<file path="config.mk">
export PLATFORM = sky130hd
export DESIGN_NAME = axi_rd_arbiter
export DESIGN_NICKNAME = d
export VERILOG_FILES = /design/src/rtl/axi_pkg.sv /design/src/rtl/rr_arb2.sv /design/src/rtl/axi_rd_arbiter.sv
export SDC_FILE = /design/constraint.sdc
export NUM_CORES = 1
export LEC_CHECK = 0
export CORE_MARGIN = 4
export CORE_UTILIZATION = 30
export DETAILED_ROUTE_END_ITERATION = 10
export MAX_ROUTING_LAYER = met4
export PLACE_DENSITY = 0.77
export RECOVER_POWER = 25
export SYNTH_ARGS = -nofsm -noshare
export SYNTH_HDL_FRONTEND = slang
export SYNTH_HIERARCHICAL = 1
export SYNTH_SLANG_ARGS = --single-unit
</file>
<file path="constraint.sdc">
create_clock -name clk -period 2.8 [get_ports clk]
set_input_delay 0.56 -clock clk [delete_from_list [all_inputs] [get_ports clk]]
set_output_delay 0.56 -clock clk [all_outputs]
set_load 0.005 [all_outputs]
</file>
<file path="src/rtl/axi_pkg.sv">
// Shared AXI read-path constants: burst encodings, arbiter FSM encoding,
// and a helper that picks the AR length for a latched request.
package axi_pkg;

  localparam logic [1:0] BURST_FIXED = 2'b00;
  localparam logic [1:0] BURST_INCR  = 2'b01;

  localparam logic [2:0] SIZE_WORD   = 3'b010;

  localparam logic [1:0] ST_IDLE = 2'b00;
  localparam logic [1:0] ST_ADDR = 2'b01;
  localparam logic [1:0] ST_DATA = 2'b10;

  // Line bursts use the per-cache line length; single beats always use 0.
  function automatic logic [7:0] ar_len_sel(input logic owner_d,
                                            input logic burst,
                                            input logic [7:0] i_len,
                                            input logic [7:0] d_len);
    logic [7:0] len;
    len = 8'd0;
    if (burst) len = owner_d ? d_len : i_len;
    return len;
  endfunction

endpackage

</file>
<file path="src/rtl/rr_arb2.sv">
// Two-way round-robin arbiter. Bit 0 is the instruction side, bit 1 the
// data side. The priority pointer moves only when advance is pulsed, and
// then favours the side that was not granted.
module rr_arb2
  import axi_pkg::*;
(
  input  logic       clk,
  input  logic       reset,
  input  logic [1:0] req,
  input  logic       advance,
  output logic [1:0] grant
);

  logic prio_hi;

  // Grant: a lone request wins outright; a tie goes to the pointer side.
  always_comb begin
    grant = req;
    if (req == 2'b11) grant = prio_hi ? 2'b10 : 2'b01;
  end

  // Pointer: after reset the data side wins the first tie.
  always_ff @(posedge clk or posedge reset) begin
    if (reset) prio_hi <= 1'b1;
    else if (advance) prio_hi <= grant[0];
  end

endmodule

</file>
<file path="src/rtl/axi_rd_arbiter.sv">
// Arbitrates instruction- and data-cache read requests onto one AXI read
// channel with a single outstanding transaction, and routes R beats back
// to the owning requester.
//
// Handshakes: a transfer happens on a cycle where valid and ready are both
// high at the rising edge. arvalid, once raised, holds with stable payload
// until arready. rready is high only while collecting data. Requesters hold
// *_rd_req until their *_rd_rdy pulse (which coincides with the AR handshake).
module axi_rd_arbiter
  import axi_pkg::*;
#(
  parameter logic [7:0] I_AXI_LEN = 8'd7,
  parameter logic [7:0] D_AXI_LEN = 8'd3
) (
  input  logic        clk,
  input  logic        reset,
  input  logic        i_rd_req,
  input  logic [31:0] i_rd_addr,
  input  logic [1:0]  i_rd_size,
  input  logic        i_rd_burst,
  output logic        i_rd_rdy,
  input  logic        d_rd_req,
  input  logic [31:0] d_rd_addr,
  input  logic [1:0]  d_rd_size,
  input  logic        d_rd_burst,
  output logic        d_rd_rdy,
  output logic        i_ret_valid,
  output logic        i_ret_last,
  output logic        d_ret_valid,
  output logic        d_ret_last,
  output logic [31:0] ret_data,
  input  logic        wr_pending,
  output logic [3:0]  arid,
  output logic [31:0] araddr,
  output logic [7:0]  arlen,
  output logic [2:0]  arsize,
  output logic [1:0]  arburst,
  output logic        arvalid,
  input  logic        arready,
  input  logic [3:0]  rid,
  input  logic [31:0] rdata,
  input  logic        rlast,
  input  logic        rvalid,
  output logic        rready,
  output logic        len_err,
  output logic [1:0]  dbg_state
);

  logic [1:0]  state;
  logic [7:0]  beat_cnt;
  logic        owner_d;
  logic [31:0] addr_q;
  logic [1:0]  size_q;
  logic        burst_q;

  logic [1:0]  arb_req;
  logic [1:0]  arb_grant;
  logic        grant_fire;
  logic        ar_fire;
  logic        beat;

  // The latched owner decides routing; the returned ID is not consulted.
  logic unused_rid;
  assign unused_rid = ^rid;

  assign dbg_state = state;

  // While a transaction is in flight the arbiter sees only the owner, so
  // its grant at the AR handshake names the side whose turn just ended.
  always_comb begin
    arb_req = {d_rd_req, i_rd_req};
    if (state != ST_IDLE) arb_req = {owner_d, ~owner_d};
  end

  rr_arb2 u_rr (
    .clk     (clk),
    .reset   (reset),
    .req     (arb_req),
    .advance (ar_fire),
    .grant   (arb_grant)
  );

  assign grant_fire = (state == ST_IDLE) && !wr_pending && (i_rd_req || d_rd_req);
  assign ar_fire    = arvalid && arready;
  assign beat       = rvalid && rready;

  // AR channel driven purely from latched request registers.
  assign arvalid = (state == ST_ADDR);
  assign arid    = {3'b000, owner_d};
  assign araddr  = addr_q;
  assign arlen   = ar_len_sel(owner_d, burst_q, I_AXI_LEN, D_AXI_LEN);
  assign arsize  = burst_q ? SIZE_WORD : {1'b0, size_q};
  assign arburst = burst_q ? BURST_INCR : BURST_FIXED;

  assign i_rd_rdy = ar_fire && !owner_d;
  assign d_rd_rdy = ar_fire &&  owner_d;

  // R channel: zero-latency routing to the owner only while collecting data.
  assign rready      = (state == ST_DATA);
  assign ret_data    = rdata;
  assign i_ret_valid = beat && !owner_d;
  assign i_ret_last  = beat && !owner_d && rlast;
  assign d_ret_valid = beat &&  owner_d;
  assign d_ret_last  = beat &&  owner_d && rlast;

  // Request capture; these registers are only meaningful after a grant.
  always_ff @(posedge clk) begin
    if (grant_fire) begin
      owner_d <= arb_grant[1];
      addr_q  <= arb_grant[1] ? d_rd_addr  : i_rd_addr;
      size_q  <= arb_grant[1] ? d_rd_size  : i_rd_size;
      burst_q <= arb_grant[1] ? d_rd_burst : i_rd_burst;
    end
  end

  // Main FSM, beat counter and sticky burst-length error.
  always_ff @(posedge clk or posedge reset) begin
    if (reset) begin
      state    <= ST_IDLE;
      beat_cnt <= 8'd0;
      len_err  <= 1'b0;
    end else begin
      case (state)
        ST_IDLE: begin
          if (grant_fire) state <= ST_ADDR;
        end
        ST_ADDR: begin
          if (arready) begin
            state    <= ST_DATA;
            beat_cnt <= 8'd0;
          end
        end
        ST_DATA: begin
          if (rvalid) begin
            beat_cnt <= beat_cnt + 8'd1;
            if (rlast && (beat_cnt != arlen)) len_err <= 1'b1;
            if (!rlast && (beat_cnt == arlen)) len_err <= 1'b1;
            if (rlast) state <= ST_IDLE;
          end
        end
        default: state <= ST_IDLE;
      endcase
    end
  end

endmodule

</file>
Word-level counts from Yosys, hierarchy flattened

Cells that the tools add are included.

Add/sub/neg operators: 1
Multiply operators: 0
Div/mod/pow operators: 0
Magnitude comparators: 0
Equality and inequality tests: 9
Shift-type cells: 0
Mux-type cells: 20
Bitwise operators: 1
Reductions and logical operators: 23

Operator list:

| kind                                                                     | number |
|---|---|
| 32-bit 2-to-1 mux                                                        | 1 |
| 2-bit 2-to-1 mux                                                         | 9 |
| 8-bit 2-to-1 mux                                                         | 2 |
| 8-bit one-hot mux with 2 select lines                                    | 1 |
| 1-bit logical AND                                                        | 12 |
| 8-bit by 1-bit adder with 8-bit output (second input constant)           | 1 |
| 8-bit == test                                                            | 1 |
| 8-bit inequality test                                                    | 1 |
| 3-bit 2-to-1 mux                                                         | 2 |
| 2-bit inequality test (second input constant)                            | 3 |
| 2-bit one-hot mux with 3 select lines                                    | 1 |
| 3-bit AND reduction                                                      | 2 |
| 2-bit nonzero test                                                       | 3 |
| 2-bit == test (second input constant)                                    | 2 |
| 1-bit 2-to-1 mux                                                         | 4 |
| 4-bit AND reduction                                                      | 1 |
| 1-bit logical NOT                                                        | 3 |
| 2-bit by 1-bit == test with 1-bit output (second input constant)         | 1 |
| 2-bit logical NOT                                                        | 1 |
| 2-bit by 1-bit inequality test with 1-bit output (second input constant) | 1 |
| 1-bit logical OR                                                         | 1 |
| 1-bit NOT                                                                | 1 |

Bits in registers: 48
Bits in latches: 0
RAM bits: 0
Bits in read-only memories: 0
Bits of input ports: 114
Output and inout bits: 92
Memories kept: 0

Logic depth before layout (Yosys ltp)

Depth in word-level cells: 6
Depth in mapped cells: 7
Mapped depth without buffers: 5

By module

The synthesis kept the hierarchy.

By module, submodules not included:

| module         | instances | cells an instance | area each (um^2) |
|---|---|---|---|
| axi_rd_arbiter | 1         | 199               | 2511.2 |
| rr_arb2        | 1         | 6                 | 67.6 |

Worst setup path after synthesis

OpenSTA, ideal clock, no wires.

Kind: flip-flop to flip-flop
Start: reg state[0], in the netlist dbg_state[0]
End: reg addr_q[0], in the netlist araddr[0] (enable)
Arrival: 2.275 ns
Required time: 2.371 ns
Path slack: 0.096 ns
Stages on the path, launching flop included: 4
Buffers on the path: 0
Period minus slack after synthesis: 2.704 ns
Cell sequence: dfrtp_1 nor2_1 o21ai_0 nor2_1

Word-level cells in the longest chain between the ends: 3

RTL lines:

| what                            | line                  | source |
|---|---|---|
| start: declaration              | axi_rd_arbiter.sv:49  | `logic [1:0] state;` |
| start signal: assignment        | axi_rd_arbiter.sv:119 | `state <= ST_IDLE;` |
| start signal: assignment        | axi_rd_arbiter.sv:125 | `if (grant_fire) state <= ST_ADDR;` |
| start signal: assignment        | axi_rd_arbiter.sv:129 | `state <= ST_DATA;` |
| 2-bit logical NOT               | axi_rd_arbiter.sv:83  | `assign grant_fire = (state == ST_IDLE) && !wr_pending && (i_rd_req \|\| d_rd_req);` |
| 1-bit logical AND (2 in series) | axi_rd_arbiter.sv:83  |  |
| net grant_fire                  | axi_rd_arbiter.sv:58  | `logic grant_fire;` |
| end signal: assignment          | axi_rd_arbiter.sv:110 | `addr_q <= arb_grant[1] ? d_rd_addr : i_rd_addr;` |
| end: declaration                | axi_rd_arbiter.sv:52  | `logic [31:0] addr_q;` |

The timed path passes the listed nets, and every way through them passes these cells.
A chain may end at the register's enable or synchronous reset.

Final worst setup path

Start: in rvalid
End: out i_ret_last

Word-level cells in the longest chain between the ends: 3

RTL lines:

| what                            | line                  | source |
|---|---|---|
| start: declaration              | axi_rd_arbiter.sv:43  | `input logic rvalid,` |
| 1-bit logical AND               | axi_rd_arbiter.sv:85  | `assign beat = rvalid && rready;` |
| 1-bit logical AND (2 in series) | axi_rd_arbiter.sv:102 | `assign i_ret_last = beat && !owner_d && rlast;` |
| end: declaration                | axi_rd_arbiter.sv:28  | `output logic i_ret_last,` |

No other way between the ends.

==> impl_metrics.yaml <==
clocking:
  cts_resized: 0
  cts_buffer_depth: 2
  cts-htree-levels: 2
  cts.sinks: 48
  cts_hold_buffers: 0
  clkSlewWorstSetupHoldPaths_ps: 80
  postCtsSetupBuffers: 0
  numCtsBuffers: 5
  insertion_delay_ps: 290
  cts_tree: "yes"
  cts-root-buf: "clkbuf_8"
worst_setup_path:
  max_stage_delay_ps: 520
  worstPathArrival_ps: 1990
  path_class: "in -> out"
  cp_max_fo: 4
  path_buf_inv: 2
  required_ps: 2240
  critPathLaunchType: "input pin"
  cp_slowest_cell: "clkdlybuf4s50_1"
  crit_chain: "clkdlybuf4s50_1, and3b_2, nand2_1, nor2_1, clkdlybuf4s50_1"
  end_kind: "primary output"
  crit_family: "buffers and inverters"
  crit_path_frequent_cell: "clkdlybuf4s50_1"
final_layout:
  final_cell_count_no_fill: 407
  n_antenna_cell: 0
  stdcell_area_mm2: 0.00378
  area_growth_pct: 46.8
  nets: 416
  drive_above_1_share: 0.189
  utilization: 0.456
sta:
  setup_ws_ps: 253
  period_needed_ps: 2550
  hold_slack_ps: 498
  rsz0062_at_grt: "no"
  timing.fmax_mhz: 393
  setup_viol: 0
  timing.final.crit_share: 0.910
  timing.final.max_slew_violations: 0
  skew_ps: 4.34
  final.setup.tns_ps: 0
  hold_viol: 0
synth:
  synth_area_leaders: "edfxtp_1 (42%), mux2_2 (16%), buf_4 (13%)"
  ys_types: 36
  syn-cell-area_mm2: 0.00258
  synth_most_common_cell: "buf_4"
  ys_seq_area_frac: 0.536
  synth_warnings: 6
  synthCells: 205
  yosys-top-cells-count: "buf_4 (46), edfxtp_1 (36), mux2_2 (36), dfrtp_1 (11), nor2_1 (11)"
  synth_seq_cells: 48
  synth-async-reset-ratio: 0.250
  synth_area_leader_cell: "edfxtp_1"
  ys.flop_type: "edfxtp_1"
  synth-edff-count: 36
  synth_top_area_share: 0.419
  synth_area_per_cell_um2: 12.6
global_route:
  grt_max_degree: 30
  grt_pass1_vias: 1964
  gr-total-overflow: 0
  grt_pass1_wl_um: 9240
  track_usage: 0.121
  antenna_found_initial: 0
place:
  hpwl_um: 4900
  dpl.cell_count: 399
  place_congestion: 0.817
  pre_cts_ws_ps: 259
  port_buffers: 127
  dpl_cell_area_mm2: 0.00370
detailed_routing:
  first_pass_iters: 4
  drc: 0
  wl_per_cell_um: 14.8
  vias: 1845
  wl_um: 6030
  via_per_inst: 4.53
  ant_nets: 0
  drt_iter0_drc: 38
floorplanning:
  start_util: 0.311
  core_mm2: 0.00830
  die_w_um: 101
  die_area_mm2: 0.0101
  num_io_pins: 206
  num_rows: 33
  die_h_um: 101
job:
  maxCapViolations: 0
hold_path:
  hold_class: "reg -> reg"
power_and_ir_drop:
  p_leak_nw: 1.43
  power_mw: 2.71
  power_density_mw_per_mm2: 715
  vdd_drop_max_uv: 277
outcome:
  status: "finished clean"
[cell families after synthesis]
group	count (synthesis)	share of synthesized area
multiplexers	37	0.163
XOR/XNOR	6	0.0204
buffers and inverters	55	0.151
other	1	0.00145
adder cells (fa/ha/maj)	1	0.00485
flip-flops	48	0.536
AND/OR/NAND/NOR	48	0.100
AO/OA/AOI/OAI	9	0.0223
[where the power goes]
part / switching [mW] / total, mW / internal, mW
sequential: 0.0952 / 1.12 / 1.02
clock: 0.221 / 0.395 / 0.173
combinational: 0.455 / 1.19 / 0.740
total: 0.771 / 2.71 / 1.93
[sequential cells by signal, indices dropped and copies added, names as in the netlist]
signal	count
u_rr/prio_hi	1
dbg_state	2
burst_q	1
size_q	2
beat_cnt	8
araddr	32
len_err	1
owner_d	1
[path summary, 6_finish.rpt]
path,cells past startpoint,slack [ps],start,to
worst max-delay path,5,250,rvalid,i_ret_last
max in group asynchronous,2,1790,reset,beat_cnt[2]
worst max register to register,5,780,dbg_state[0],araddr[31]
min in group asynchronous,2,720,reset,beat_cnt[6]
worst min register to register,2,500,len_err,len_err
worst min-delay path,2,500,len_err,len_err
[placed cells by master, fill, tap and decap left out, types with 2 or more instances in the layout]
cell	instances
clkdlybuf4s50_1	126
conb_1	10
nand3_1	7
o21ai_0	5
nor3_1	2
dfrtp_1	11
nor2_1	10
edfxtp_1	36
buf_4	3
xor2_1	5
and3_1	5
clkbuf_8	5
and2_1	2
nand4_1	2
nand2_1	9
inv_1	4
mux2_2	36
[metal layers]
layer  up-vias  wire length (µm)  GRT usage
li1        855                 -          -
met1       860              2140      0.121
met2       101              3160      0.219
met3        29               595     0.0394
met4         0               129     0.0415
met5         -                 0          -
[layout make-up]
class	instances	area, µm²
fillers	766	4510
multi-input cells	111	858
inverters	4	15.0
flip-flops and latches	48	1380
clock inverters	2	11.3
clock buffers	6	72.6
well taps	105	131
repair buffers	131	1310
[worst min-delay path, delay by kind of cell, from the launching register on]
kind             cells  cell delay, ps
AND/OR/NAND/NOR      1              70
AO/OA/AOI/OAI        1              40
flip-flops           1             350
Note: power is estimated with default switching activity, not from simulation.
